$ cat src/rtl/lfsr_range_sampler.sv
`default_nettype none
// +--------------------------------------------------------------------------+
// | Module      : lfsr_range_sampler                                         |
// | Description : Turns a raw LFSR word stream into an unbiased integer in   |
// |               [0, limit) per request. It uses masked rejection sampling |
// |               with a bounded number of draws and a fold-down fallback.   |
// | Revision    : 1.0 - initial release                                      |
// +--------------------------------------------------------------------------+
// | Ports                                                                    |
// |   clk_in            in   clock, rising edge                              |
// |   rst_in            in   asynchronous active-high reset                  |
// |   rand_in           in   LFSR word, consumed once per DRAW cycle         |
// |   req_valid_in      in   request present                                 |
// |   req_limit_in      in   exclusive upper bound, sampled at acceptance    |
// |   req_ready_out     out  request accepted when high (IDLE only)          |
// |   out_valid_out     out  result valid                                    |
// |   out_ready_in      in   consumer accepts result                         |
// |   result_out        out  sampled value                                   |
// |   err_out           out  request had limit 0                             |
// |   fallback_out      out  result came from the fallback path              |
// | Optional (LFSR_RANGE_SAMPLER_STATS_EN defined)                            |
// |   tries_out         out  draws used for the current result               |
// |   total_rejects_out out  saturating count of rejected draws since reset  |
// +--------------------------------------------------------------------------+
module lfsr_range_sampler #(
  parameter int WIDTH     = 16,
  parameter int MAX_TRIES = 8
) (
  input  logic             clk_in,
  input  logic             rst_in,
  input  logic [WIDTH-1:0] rand_in,
  input  logic             req_valid_in,
  input  logic [WIDTH-1:0] req_limit_in,
  output logic             req_ready_out,
  output logic             out_valid_out,
  input  logic             out_ready_in,
  output logic [WIDTH-1:0] result_out,
  output logic             err_out,
  output logic             fallback_out
`ifdef LFSR_RANGE_SAMPLER_STATS_EN
  ,
  output logic [7:0]       tries_out,
  output logic [15:0]      total_rejects_out
`endif
);

  typedef enum logic [1:0] {
    S_IDLE = 2'd0,
    S_MASK = 2'd1,
    S_DRAW = 2'd2,
    S_DONE = 2'd3
  } state_t;

  // Value of the try counter on the final permitted draw (counter is pre-increment).
  localparam logic [7:0] C_LAST_TRY = 8'(MAX_TRIES - 1);

  state_t           r_state;
  logic [WIDTH-1:0] r_limit;
  logic [WIDTH-1:0] r_mask;
  logic [WIDTH-1:0] r_result;
  logic [7:0]       r_tries;
  logic             r_err;
  logic             r_fallback;
  logic             r_out_valid;

  logic [WIDTH-1:0] w_lim_m1;
  logic [WIDTH-1:0] w_mask;
  logic             w_seen;
  logic [WIDTH-1:0] w_cand;
  logic             w_accept;
  logic             w_last;

  // Smallest all-ones mask covering limit-1: every bit at or below the
  // highest set bit of limit-1 is set.
  always_comb begin
    w_lim_m1 = r_limit - WIDTH'(1);
    w_mask   = '0;
    w_seen   = 1'b0;
    for (int i = WIDTH - 1; i >= 0; i--) begin
      w_seen    = w_seen | w_lim_m1[i];
      w_mask[i] = w_seen;
    end
  end

  assign w_cand   = rand_in & r_mask;
  assign w_accept = (w_cand < r_limit);
  assign w_last   = (r_tries == C_LAST_TRY);

  always_ff @(posedge clk_in or posedge rst_in) begin
    if (rst_in) begin
      r_state     <= S_IDLE;
      r_limit     <= '0;
      r_mask      <= '0;
      r_result    <= '0;
      r_tries     <= '0;
      r_err       <= 1'b0;
      r_fallback  <= 1'b0;
      r_out_valid <= 1'b0;
    end else begin
      case (r_state)
        S_IDLE: begin
          if (req_valid_in) begin
            r_limit <= req_limit_in;
            r_state <= S_MASK;
          end
        end
        S_MASK: begin
          r_mask  <= w_mask;
          r_tries <= '0;
          if (r_limit == '0) begin
            r_result    <= '0;
            r_err       <= 1'b1;
            r_fallback  <= 1'b0;
            r_out_valid <= 1'b1;
            r_state     <= S_DONE;
          end else begin
            r_state <= S_DRAW;
          end
        end
        S_DRAW: begin
          r_tries <= r_tries + 8'd1;
          if (w_accept) begin
            r_result    <= w_cand;
            r_err       <= 1'b0;
            r_fallback  <= 1'b0;
            r_out_valid <= 1'b1;
            r_state     <= S_DONE;
          end else if (w_last) begin
            // Mask is below 2*limit, so a rejected candidate folds into range.
            r_result    <= w_cand - r_limit;
            r_err       <= 1'b0;
            r_fallback  <= 1'b1;
            r_out_valid <= 1'b1;
            r_state     <= S_DONE;
          end
        end
        S_DONE: begin
          if (out_ready_in) begin
            r_out_valid <= 1'b0;
            r_state     <= S_IDLE;
          end
        end
        default: r_state <= S_IDLE;
      endcase
    end
  end

  assign req_ready_out = (r_state == S_IDLE);
  assign out_valid_out = r_out_valid;
  assign result_out    = r_result;
  assign err_out       = r_err;
  assign fallback_out  = r_fallback;

`ifdef LFSR_RANGE_SAMPLER_STATS_EN
  logic [15:0] r_total_rejects;

  always_ff @(posedge clk_in or posedge rst_in) begin
    if (rst_in) begin
      r_total_rejects <= '0;
    end else if ((r_state == S_DRAW) && !w_accept && (r_total_rejects != 16'hFFFF)) begin
      r_total_rejects <= r_total_rejects + 16'd1;
    end
  end

  assign tries_out         = r_tries;
  assign total_rejects_out = r_total_rejects;
`endif

endmodule
`default_nettype wire
$ cat config.mk
export PLATFORM = sky130hd
export DESIGN_NAME = lfsr_range_sampler
export DESIGN_NICKNAME = d
export VERILOG_FILES = /design/src/rtl/lfsr_range_sampler.sv
export SDC_FILE = /design/constraint.sdc
export NUM_CORES = 1
export LEC_CHECK = 0
export ABC_CLOCK_PERIOD_IN_PS = 6600
export CAP_MARGIN = 0
export CORE_ASPECT_RATIO = 1.4
export CORE_UTILIZATION = 55
export CTS_CLUSTER_DIAMETER = 200
export CTS_CLUSTER_SIZE = 10
export DETAILED_ROUTE_END_ITERATION = 8
export PLACE_DENSITY = 0.8
export SETUP_SLACK_MARGIN = 0.4
export SLEW_MARGIN = 10
export SYNTH_ARGS = -nofsm -noshare
export SYNTH_HDL_FRONTEND = slang
export SYNTH_SLANG_ARGS = --single-unit
export TNS_END_PERCENT = 10
$ cat constraint.sdc
create_clock -name clk_in -period 6.6 [get_ports clk_in]
set_input_delay 0.66 -clock clk_in [delete_from_list [all_inputs] [get_ports clk_in]]
set_output_delay 0.66 -clock clk_in [all_outputs]
set_load 0.02 [all_outputs]
# Word level (Yosys, flattened, before mapping)
# Index checks and enable logic that the tools add are counted.
# W data, S select, Z words.
[word_totals]
ff_bits = 61
inputBits = 36
out_inout_bits = 20
word_cells = 66
[classes]
add_sub_neg = 3
magnitude_cmp = 1
n_eq_ne = 8
muxes = 22
bitwise_logic = 16
n_reduce_logical = 8
[ops]
columns = ["cell", "n"]
rows = [
  ["$mux W16", 3],
  ["$pmux W16 S2", 1],
  ["$and A16 B16 Y16", 1],
  ["$logic_not A16 Y1", 1],
  ["$lt A16 B16 Y1", 1],
  ["$pmux W8 S2", 1],
  ["$sub A16 B1 Y16 const B", 1],
  ["$sub A16 B16 Y16", 1],
  ["$or A1 B1 Y1", 15],
  ["$mux W1", 9],
  ["$add A8 B1 Y8 const B", 1],
  ["$eq A8 B3 Y1 const B", 1],
  ["$mux W2", 4],
  ["$pmux W2 S4", 1],
  ["$ne A2 B2 Y1 const B", 3],
  ["$reduce_and A3 Y1", 2],
  ["$eq A2 B2 Y1 const B", 2],
  ["$pmux W1 S2", 2],
  ["$reduce_and A4 Y1", 1],
  ["$ne A3 B3 Y1 const B", 1],
  ["$pmux W1 S3", 1],
  ["$reduce_bool A3 Y1", 1],
  ["$eq A2 B1 Y1 const B", 1],
  ["$logic_not A2 Y1", 1],
  ["2 further kinds", 2],
]

# Logic depth before layout (Yosys ltp)
# Gate-level depths: netlist of the first run.
[logic_depth]
ltp_word = 16
ltp_mapped = 13
mapped_depth_nobuf = 11

# Worst setup path after synthesis of the first run
# Ideal clock, no wire load.
[synth_timing]
kind = "input-to-reg"
from = "in rand_in[3]"
to = "reg r_state[1]"
setup_ns = 0.125
arrival_ns = 2.968
required_time_ns = 6.475
setup_slack_ns = 3.507
stages = 11
path_buffers = 1
path_cell_list = "and2_1 -> ha_1 -> o211ai_1 -> a21oi_1 -> o41ai_2 -> o21ai_2 -> a31oi_1 -> buf_2 -> o22ai_1 -> a21oi_1 -> mux2_2"
[synth_between]
elab_chain_len = 4
word_cells_on_any_way = 6
classes_between = "order compare (1); eq/ne (1); mux (2); bitwise (1); reduce/logical (1)"
[synth_rtl]
columns = ["item", "line", "text"]
rows = [
  ["from (decl)", "31", "input logic [WIDTH-1:0] rand_in,"],
  ["$and A16 B16 Y16 *", "85", "assign w_cand = rand_in & r_mask;"],
  ["$lt A16 B16 Y1 *", "86", "assign w_accept = (w_cand < r_limit);"],
  ["$mux W2 or $ne A3 B3 Y1 (tied branches)", "--", ""],
  ["$pmux W2 S4 or $reduce_and A3 Y1 (tied branches)", "--", ""],
  ["to (signal assigned)", "91", "r_state <= S_IDLE;"],
  ["to (signal assigned)", "104", "r_state <= S_MASK;"],
  ["to (signal assigned)", "127", "r_state <= S_DONE;"],
  ["to (decl)", "57", "state_t r_state;"],
]
# Every way passes the cells marked *; elsewhere a longest branch is shown, timed or not.
# A chain may end at the register's enable or synchronous reset.

# Worst setup path after layout of the first run
[layout_timing]
from = "in rand_in[0]"
to = "reg r_state[1]"
# The elaborated chain is that of the path after synthesis.

==> impl_metrics.yaml, run 1 <==
sta:
  finalSetupViolCount: 0
  post-route-period-util: 0.534
  fin_skew_ps: 5.38
  slew_headroom: 0.495
  slew_violations: 0
  hold_viol: 0
  worst_pin_slew_ps: 757
  min_period_ps: 3520
  fin_tns_setup_ps: 0
  rsz0062_at_grt: "no"
  fmax_mhz: 284
clock_network:
  ctsResizeCount: 0
  clock_latency_ps: 340
  clockBufferDepth: 2
  cts_setup_buffers: 0
  cts_tree: "yes"
  numCtsBuffers: 9
  clk_pin_slew_ps: 60
  cts-root-buf: "clkbuf_8"
  htree_levels: 3
  hold_buffers: 0
  cts_num_sinks: 61
critical_path:
  cp.required_ps: 6830
  cpMaxStageDelayCell: "clkdlybuf4s50_1"
  cp-start-kind: "input pin"
  path_common_cell: "a21oi_1"
  cp_max_fo: 19
  crit_family: "compound AO/OA/AOI/OAI gates"
  cp_num_buf_inv: 2
  crit_type: "in -> reg"
  crit_chain: "clkdlybuf4s50_1 > nand2_1 > ha_1 > fa_1 > nand2b_1 > a21oi_1 > o41ai_2 > o21ai_2 > a31oi_1 > buf_4 > o22ai_1 > a21oi_1 > mux2_2"
  arrival_ps: 3750
  endpoint_kind: "register"
  cpPeakStageDelay_ps: 480
final_layout:
  n_antenna_cell: 0
  nFillCells: 607
  area_growth_pct: 20.1
  layout.nets: 568
  drive_gt1_frac: 0.101
  fin_area_um2: 4850
power_and_ir_drop:
  powerDensity_nw_per_um2: 518
  p_clk_frac: 0.120
  max-vdd-ir-drop_mv: 0.269
  p_sw_frac: 0.464
  combPwrFrac: 0.618
  p_leak_nw: 2.05
  cellInternalPower_w: 0.00134
  power_w: 0.00251
  seq_power_share: 0.263
  switchingPower_w: 0.00116
grt:
  track_usage: 0.265
  grt_pass1_wl_um: 15400
  overflow: 0
  antenna_found_initial: 0
  grt_pass1_vias: 3378
  grt_max_degree: 62
worst_hold_path:
  hold_class: "reg -> reg"
detailed_routing:
  drt_iter0_drc: 150
  via_per_inst: 5.74
  postRouteAntennaNets: 0
  finalWirelength_um: 9230
  post_drt_wl_per_cell_um: 15.2
  routed-via-count: 3490
  drcViolationCount: 0
  drt_first_pass_iters: 4
yosys:
  synthArstFlopShare: 1.00
  ys.flop_type: "dfrtp_1"
  synth_top_area_share: 0.378
  synth_area_um2: 4040
  synthesis.nets: 513
  ys_warn_count: 0
  synth.distinct_cells: 57
  synth_common_cells: "61 x dfrtp_1, 51 x nand2_1, 35 x o21ai_0"
  avgSynthCellArea_um2: 8.89
  yosysMostFrequentCell: "dfrtp_1"
  yosys.area.top_type: "dfrtp_1"
  syn-instance-count: 454
  ys_seq_area_frac: 0.378
  ys_seq_elements: 61
  synth.top_cells.by_area: "dfrtp_1 38%, ha_1 6.8%, nand2_1 4.7%"
  synth-edff-count: 0
floorplanning:
  rows: 36
  die_height_um: 103
  die_area_um2: 7690
  ios: 56
  die_x_um: 74.4
  core_um2: 7030
  initial_core_util: 0.574
place:
  port_buffers: 55
  dp.final_hpwl_um: 7060
  place_area_um2: 4670
  gp_congestion: 0.925
outcome:
  status: "finished, final reports clean"
flow_run:
  cap_viol_max_count: 0
## power groups by stage
stage                     Sequential, W  Combinational (W)  Clock [W]
after CTS                      0.000656            0.00155   0.000306
after detailed placement       0.000663            0.00153          0
after floorplan                0.000667            0.00115          0
after global placement         0.000653            0.00149          0
final                          0.000659            0.00155   0.000300
after global routing           0.000678            0.00171   0.000326
## sequential cells by signal, summed over array words and instances (netlist names)
name and cells:
err_out 1, fallback_out 1, out_valid_out 1, r_limit 16, r_mask 16, r_state 2, r_tries 8, result_out 16
## worst min-delay path: cells and delay by family, from the launching register on
family / cells / cell delay [ps]
simple gates: 1 / 50
compound gates: 1 / 50
flops: 1 / 340
## final timing paths
| path | endpoint | depth (start not counted) | start | slack [ps] |
|---|---|---|---|---|
| hold / removal | result_out[12] | 2 | result_out[12] | 480 |
| setup reg to reg | r_state[1] | 11 | r_limit[3] | 3340 |
| setup / recovery | r_state[1] | 13 | rand_in[0] | 3080 |
| max in group asynchronous | r_mask[1] | 3 | rst_in | 5250 |
| hold reg to reg | result_out[12] | 2 | result_out[12] | 480 |
| min in group asynchronous | r_tries[6] | 3 | rst_in | 860 |
## cell usage in the layout (no fill, tap or decap), drive strengths merged, types with 14 or more instances in the layout
cell           synthesis  final
clkdlybuf4s50          0     55
and2                  17     17
nand2                 51     51
dfrtp                 61     61
mux2                  17     17
xnor2                 19     19
ha                    22     22
inv                   34     34
o21ai                 38     38
clkbuf                10     14
nand3                 14     14
a21oi                 24     24
nor2                  33     33
## layer usage
| layer | GRT usage | vias to the layer above | wire, µm |
|---|---|---|---|
| li1 | - | 1714 | - |
| met1 | 0.308 | 1657 | 3780 |
| met2 | 0.462 | 89 | 4840 |
| met3 | 0.0591 | 30 | 324 |
| met4 | 0.120 | 0 | 284 |
| met5 | 0 | - | 0 |
## cell families (layout without fill, tap and decap cells)
| family | Yosys count | in the layout | share of synthesized area |
|---|---|---|---|
| buffers and inverters | 49 | 108 | 0.0484 |
| AOI/OAI and AO/OA | 116 | 116 | 0.195 |
| and+or+nand+nor | 161 | 161 | 0.198 |
| xor gates and xnor gates | 23 | 23 | 0.0499 |
| DFF | 61 | 61 | 0.378 |
| adders and majority gates | 23 | 23 | 0.0732 |
| muxes | 21 | 21 | 0.0573 |
## final cells by class
type | instances | area, µm² | area share
Multi-Input combinational cell | 344 | 2310 | 0.478
Sequential cell | 61 | 1530 | 0.315
Timing Repair Buffer | 59 | 581 | 0.120
Clock buffer | 14 | 173 | 0.0356
Inverter | 34 | 128 | 0.0263
Tap cell | 95 | 119 | 0.0245
Clock inverter | 1 | 5.00 | 0.00103
## stage by stage
step                      hold slack, ps  worst slack, ps  utilization  instances
after global placement               462             2850        0.664        593
after global routing                 497             2930        0.690        608
after detailed placement             466             2750        0.664        593
after CTS                            480             3100        0.690        608
final                                481             3080        0.690        608
after floorplan                      445             3510            -        454
(Power assumes the default switching activity.)
==> run 2: changes to the inputs <==
ABC_CLOCK_PERIOD_IN_PS = 3300   (was 6600)
clock period = 3.3 ns   (was 6.6 ns; I/O delays follow)
==> run 2 against run 1 <==
- hold slack worse by 140 ps
- worst setup slack worse by 2600 ps
- via count grew 4.6%
- die area did not move
- non-clock buffer count grew 17
- sequential power increased by 96%
- critical endpoint unchanged
==> impl_metrics.yaml, run 2 (synthesis gave the netlist of run 1 again) <==
clock_network:
  cts_num_sinks: 61
  htree_levels: 3
  cts-root-buf: "clkbuf_8"
  clockBufferDepth: 2
  clk_pin_slew_ps: 60
  clock_latency_ps: 350
  numCtsBuffers: 9
  cts_tree: "yes"
grt:
  track_usage: 0.280
  grt_max_degree: 39
  grt_pass1_vias: 3518
  grt_pass1_wl_um: 16000
  overflow: 0
  antenna_found_initial: 0
sta:
  worst_pin_slew_ps: 731
  rsz0062_at_grt: "yes"
  hold_viol: 0
  slew_violations: 0
  slew_headroom: 0.512
  fin_ws_ps: 485
  fmax_mhz: 355
  post-route-period-util: 0.853
  finalSetupViolCount: 0
  fin_tns_setup_ps: 0
  fin_skew_ps: 4.53
  min_period_ps: 2820
power_and_ir_drop:
  max-vdd-ir-drop_mv: 0.497
  p_leak_nw: 2.17
  powerDensity_nw_per_um2: 1090
floorplanning:
  die_x_um: 74.4
  die_height_um: 103
  core_um2: 7030
  initial_core_util: 0.574
  ios: 56
  rows: 36
  die_area_um2: 7690
final_layout:
  most-common-layout-cells: "60 x dfrtp_1, 55 x clkdlybuf4s50_1, 51 x nand2_1"
  drive_gt1_frac: 0.147
  n_antenna_cell: 0
  fin_area_um2: 5110
  area_growth_pct: 26.7
  layout.nets: 585
  mostFrequentLayoutCell: "dfrtp_1"
  nFillCells: 544
  final_cell_count_no_fill: 624
detailed_routing:
  routed-via-count: 3652
  postRouteAntennaNets: 0
  drt_first_pass_iters: 5
  drt_iter0_drc: 201
  finalWirelength_um: 10000
  post_drt_wl_per_cell_um: 16.1
  drcViolationCount: 0
  via_per_inst: 5.85
critical_path:
  path_depth: 12
  cp.required_ps: 3540
  cp_max_fo: 10
  cp-start-kind: "input pin"
  crit_chain: "clkdlybuf4s50_1 > and2_1 > ha_1 > o211ai_1 > a21oi_4 > o41ai_4 > o21ai_2 > a31oi_4 > buf_6 > o22ai_4 > a21oi_2 > mux2_2"
  rr_worst_depth: 11
  crit_family: "compound AO/OA/AOI/OAI gates"
  endpoint_kind: "register"
  crit_type: "in -> reg"
  cpPeakStageDelay_ps: 410
  arrival_ps: 3050
  cp_num_buf_inv: 2
  cpMaxStageDelayCell: "clkdlybuf4s50_1"
outcome:
  status: "finished, final reports clean"
place:
  port_buffers: 55
  dp_slack_ps: -48.7
  gp_congestion: 0.965
  place_area_um2: 4770
  dp.cells: 605
  dp.final_hpwl_um: 7380
flow_run:
  cap_viol_max_count: 0
worst_hold_path:
  hold_class: "in -> async"
## run 2: cell types whose count changed in the layout (fill, tap and decap cells not counted), sizes merged
cell and delta:
buf +15, clkinv +1
## run 2: layer usage
layer / share of wire / track usage
met5: 0 / 0
met4: 0.025 / 0.131
met2: 0.54 / 0.502
met3: 0.050 / 0.0504
met1: 0.39 / 0.317
## run 2: worst reg2reg max path: cells and delay by family (launching register included)
family          cells  cell delay (ps)
flops               1              390
simple gates        1              160
buf+inv             1              180
fa+ha+maj           1              290
compound gates      7             1340
mux                 1              340
## run 2: per-stage QoR
stage                     hold WS [ps]   util  power, W
final                              344  0.728   0.00555
after global routing               399  0.728   0.00598
after CTS                          354  0.704   0.00517
after global placement             461  0.679   0.00444
after floorplan                    445      -   0.00363
after detailed placement           471  0.679   0.00456
## run 2: cell type report
class | count | area, µm² | area share
multi-input combinational | 344 | 2410 | 0.472
sequential | 61 | 1530 | 0.299
timing repair buffer | 76 | 759 | 0.149
clock buffer | 12 | 155 | 0.0303
inverter | 34 | 128 | 0.0250
tap | 95 | 119 | 0.0233
clock inverter | 2 | 10.0 | 0.00196
## run 2: timing repair
| item | 4_1_cts | 5_1_grt |
|---|---|---|
| setup buffers | 0 | 3 |
| pin swaps | 1 | 7 |
| hold buffers | 0 | 0 |
| gates cloned | 0 | 2 |
| endpoints found under the setup margin | 11 | 17 |
| resized for setup | 2 | 17 |
## run 2: path summary, 6_finish.rpt
check / startpoint / to / slack [ps]
worst max-delay path: rand_in[3] / r_state[1] / 480
worst min-delay path: rst_in / result_out[15] / 340
worst min register to register: r_mask[14] / r_mask[14] / 490
worst max register to register: r_mask[3] / r_state[1] / 500
min in group clk_in: r_mask[14] / r_mask[14] / 490
max in group asynchronous: rst_in / r_limit[3] / 2050
## run 2: where the power goes
group / internal, W / total [W] / switching, W
Clock: 0.000302 / 0.000577 / 0.000275
Combinational: 0.00166 / 0.00368 / 0.00202
Sequential: 0.00104 / 0.00129 / 0.000247
Total: 0.00300 / 0.00555 / 0.00255
